<file path="src/rtl/bit_fifo.sv">
// 1-bit synchronous FIFO: circular buffer, wrapping pointers, occupancy count.
// DEPTH must be a power of two so the pointers wrap naturally.
module bit_fifo #(
    parameter int DEPTH = 64
) (
    input  logic clk,
    input  logic rst,
    input  logic clr,
    input  logic push,
    input  logic pop,
    input  logic din,
    output logic full,
    output logic empty,
    output logic dout
);
    localparam int AW = (DEPTH > 1) ? $clog2(DEPTH) : 1;

    logic [DEPTH-1:0] mem_q, mem_d;
    logic [AW-1:0]    wr_q, wr_d, rd_q, rd_d;
    logic [AW:0]      cnt_q, cnt_d;
    logic             push_ok, pop_ok;

    assign full    = (cnt_q == (AW+1)'(DEPTH));
    assign empty   = (cnt_q == '0);
    assign dout    = mem_q[rd_q];
    // A push into a full buffer is only legal when a pop frees the slot.
    assign push_ok = push && (!full || pop);
    assign pop_ok  = pop && !empty;

    // Next-state for storage, pointers and occupancy; clr wins over traffic.
    always_comb begin
        mem_d = mem_q;
        wr_d  = wr_q;
        rd_d  = rd_q;
        cnt_d = cnt_q;
        if (clr) begin
            wr_d  = '0;
            rd_d  = '0;
            cnt_d = '0;
        end else begin
            if (push_ok) begin
                mem_d[wr_q] = din;
                wr_d        = wr_q + 1'b1;
            end
            if (pop_ok) begin
                rd_d = rd_q + 1'b1;
            end
            cnt_d = cnt_q + (AW+1)'(push_ok) - (AW+1)'(pop_ok);
        end
    end

    // Register FIFO state.
    always_ff @(posedge clk) begin
        if (rst) begin
            mem_q <= '0;
            wr_q  <= '0;
            rd_q  <= '0;
            cnt_q <= '0;
        end else begin
            mem_q <= mem_d;
            wr_q  <= wr_d;
            rd_q  <= rd_d;
            cnt_q <= cnt_d;
        end
    end

endmodule

</file>
<file path="config.mk">
export PLATFORM = sky130hd
export DESIGN_NAME = bit_fifo
export DESIGN_NICKNAME = d
export VERILOG_FILES = /design/src/rtl/bit_fifo.sv
export SDC_FILE = /design/constraint.sdc
export NUM_CORES = 1
export LEC_CHECK = 0
export CAP_MARGIN = 10
export CORE_AREA = 2 2 138 140
export CTS_CLUSTER_SIZE = 10
export DETAILED_ROUTE_END_ITERATION = 6
export DIE_AREA = 0 0 140 142
export GPL_TIMING_DRIVEN = 0
export PLACE_DENSITY = 0.43
export SLEW_MARGIN = 20
export SYNTH_ARGS = -nofsm -noshare
export SYNTH_HDL_FRONTEND = slang
export SYNTH_SLANG_ARGS = --single-unit
</file>
<file path="constraint.sdc">
create_clock -name clk -period 3 [get_ports clk]
set_input_delay 0.9 -clock clk [delete_from_list [all_inputs] [get_ports clk]]
set_output_delay 0.9 -clock clk [all_outputs]
set_load 0.01 [all_outputs]
</file>
==> flow_metrics.tcl <==
set metrics [dict create \
    outcome "finished with violations" \
    violations "setup timing" \
    worst_slack_ns -0.0607 \
    leakagePower_nw 1.64 \
    max_clock_freq_ghz 0.327 \
    grt-ovfl-total 0 \
    critical_path_class "reg -> out" \
    antenna_left 0 \
    gp_congestion 0.795 \
    slew_headroom_pct 39.8 \
    num_antenna_cells 0 \
    yosysUniqueCellTypes 46 \
    drt_pre_antenna_iters 7 \
    seq_area_frac_synth_pct 36.6 \
    synth_common_cells "nor2_1, dfxtp_1, nand2_1" \
    hpwl_mm 9.03 \
    yosysTopAreaCell "dfxtp_1" \
    setup_viol 1 \
    yosys_most_used_dff "dfxtp_1" \
    hold_path.class "reg -> reg" \
    die_h_um 142 \
    synth-edff-count 0 \
    drc 0 \
    wirelength_mm 13.3 \
    final_util_pct 28.8 \
    area_delta_synth_final_pct 17.2 \
    start_util_pct 24.6 \
    syn_inst 502 \
    syn_avg_cell_area_um2 9.05 \
    fill_cells 1925 \
    coreArea_um2 18500 \
    ios 9 \
    cap_violations 0 \
    synth_top_area_share_pct 36.6 \
    grt_antenna_before_repair 0 \
    cp_data_arrival_time_ns 2.16 \
    synth_seq_cells 83 \
    io_buffers 6 \
    track_usage_pct 13.7 \
    cp-start-kind "register" \
    die_w_um 140 \
    cts_tree "yes" \
    hold_end "mem_q[50]" \
    cts.clk_slew.worst_paths_ns 0.07 \
    yosys_warnings 0 \
    finalCritPeriodShare_pct 102 \
    crit_fanout 5 \
    period_needed_ns 3.06 \
    grt_pass1_vias 3514 \
    vias 3716 \
    crit_required_ns 2.10 \
    grt_pass1_wl_mm 20.6 \
    insertion_delay_ns 0.35 \
    worstReg2RegEnd "cnt_q[6]" \
    syn_area_um2 4540 \
    synth_fp_nets 520 \
    reg2reg_from "cnt_q[4]" \
    clock-root-buffer "clkbuf_16" \
    reg2reg_depth 15 \
    tightest_slew_ns 0.902 \
    initialDrtViolationCount 238 \
    cts_buffer_depth 2 \
    grt_max_degree 14 \
    power_per_cell_area_nw_per_um2 623 \
    rows 50 \
    async_reset_ff_share_pct 0 \
    clock_sinks 83 \
    cts_max_level 3 \
    hold_buffers 0 \
    synth.most_common_cell "nor2_1" \
    rrSetupSlack_ns 0.19 \
    routedWlPerCell_um 17.4 \
    hold_viol_final 0 \
    cts-buffers-inserted 9 \
    final_max_slew_viol_count 0 \
    fin_nets 543 \
    dieArea_um2 19900 \
    avgViaCountPerCell 4.86 \
    peakVddDrop_mv 0.274 \
    drive_above_1_share_pct 18.7 \
    min_from "mem_q[50]" \
    clock_skew_ns 0.00715 \
    rsz0062_at_grt "yes" \
    synth_area_leaders "dfxtp_1, mux2i_1, nor2_1, mux4_1, a21oi_1" \
    cp-end-kind "output pin" \
    timing.hold.ws_ns 0.482 \
    whs_path_depth 2 \
]
## logic make-up (layout without fill, tap and decap cells)
| logic type | Yosys count | in the layout | share of synthesized area [%] |
|---|---|---|---|
| AND/OR/NAND/NOR | 193 | 193 | 21.0 |
| flip-flops | 83 | 83 | 36.6 |
| XOR/XNOR | 14 | 14 | 2.70 |
| multiplexers | 52 | 52 | 16.9 |
| AO/OA/AOI/OAI | 91 | 91 | 13.1 |
| adder cells (fa/ha/maj) | 12 | 12 | 3.47 |
| buffers and inverters | 57 | 85 | 6.31 |
## what timing repair did
item,CTS,global route
gates resized for setup,29,8
cloned,1,1
buffers inserted,2,2
endpoints found under the setup margin,5,4
pin swaps,3,5
## area by class of cell
type                    count  area, um^2  area share, %
repair buffers             12         144           2.70
clock buffers              11         243           4.56
plain buffers              46         279           5.24
flip-flops and latches     83        1670           31.3
well taps                 234         293           5.50
clock inverters             5        52.6          0.988
multi-input cells         362        2600           48.9
inverters                  11        41.3          0.776
## worst max path at each step
stage                 start  endpoint  slack, ns  depth (start not counted)
floorplan               pop  cnt_q[6]      0.007                         12
global placement       push  cnt_q[6]      -0.78                         12
detailed placement     push  cnt_q[6]      -0.81                         12
CTS                 rd_q[0]      dout      -0.08                          6
global route        rd_q[0]      dout      -0.13                          8
finish              rd_q[0]      dout      -0.06                          6
## placed cells by master, fill, tap and decap left out, drive strengths merged, types with 2 or more instances in the layout
cell	netlist	layout
nor2b	4	4
nor2	85	85
dfxtp	83	83
clkbuf	19	31
or2	4	4
buf	27	32
nand3	3	3
o221ai	3	3
clkinv	0	3
o21bai	3	3
inv	11	11
and2	3	3
nand3b	2	2
clkdlybuf4s50	0	4
nor4b	2	2
a21oi	38	38
xnor2	9	9
o311ai	6	6
a211oi	2	2
or3	2	2
mux4	16	16
o211ai	2	2
xor2	5	5
nand2	43	43
nand4	3	3
nor3	33	33
ha	11	11
nand2b	4	4
mux2i	36	36
o21ai	32	32
## per-stage QoR
stage	instance area, um^2	TNS [ns]	worst slack (ns)	std cells	power (mW)
floorplan	4540	0	0.00724	502	1.88
global placement	4890	-3.43	-0.782	742	2.10
detailed placement	4890	-3.61	-0.807	742	2.12
CTS	5260	-0.0824	-0.0824	761	3.31
global route	5320	-0.152	-0.132	764	3.50
finish	5320	-0.0607	-0.0607	764	3.32
## power breakdown
part / total (mW) / internal (mW) / switching, mW
combinational: 0.991 / 0.453 / 0.538
sequential: 1.19 / 1.15 / 0.0390
clock: 1.14 / 0.664 / 0.476
## layer usage
metal | GRT usage (%) | wire length (um) | up-vias
met3 | 2.89 | 470 | 17
met1 | 18.7 | 6460 | 1841
met2 | 21.3 | 6070 | 68
met5 | 0 | 0 | -
met4 | 5.32 | 279 | 0
li1 | - | - | 1790
## worst max-delay path: stages, from the launching register on
cell       delay, ns
dfxtp_4         0.39
buf_12          0.13
bufbuf_16       0.26
mux4_2          0.55
o221ai_2        0.17
o221ai_1        0.13
buf_2           0.16
## state kept, by name, summed over array words and instances (netlist names)
register	cells
wr_q	6
rd_q	6
cnt_q	7
mem_q	64
Note: power is estimated with default switching activity, not from simulation.
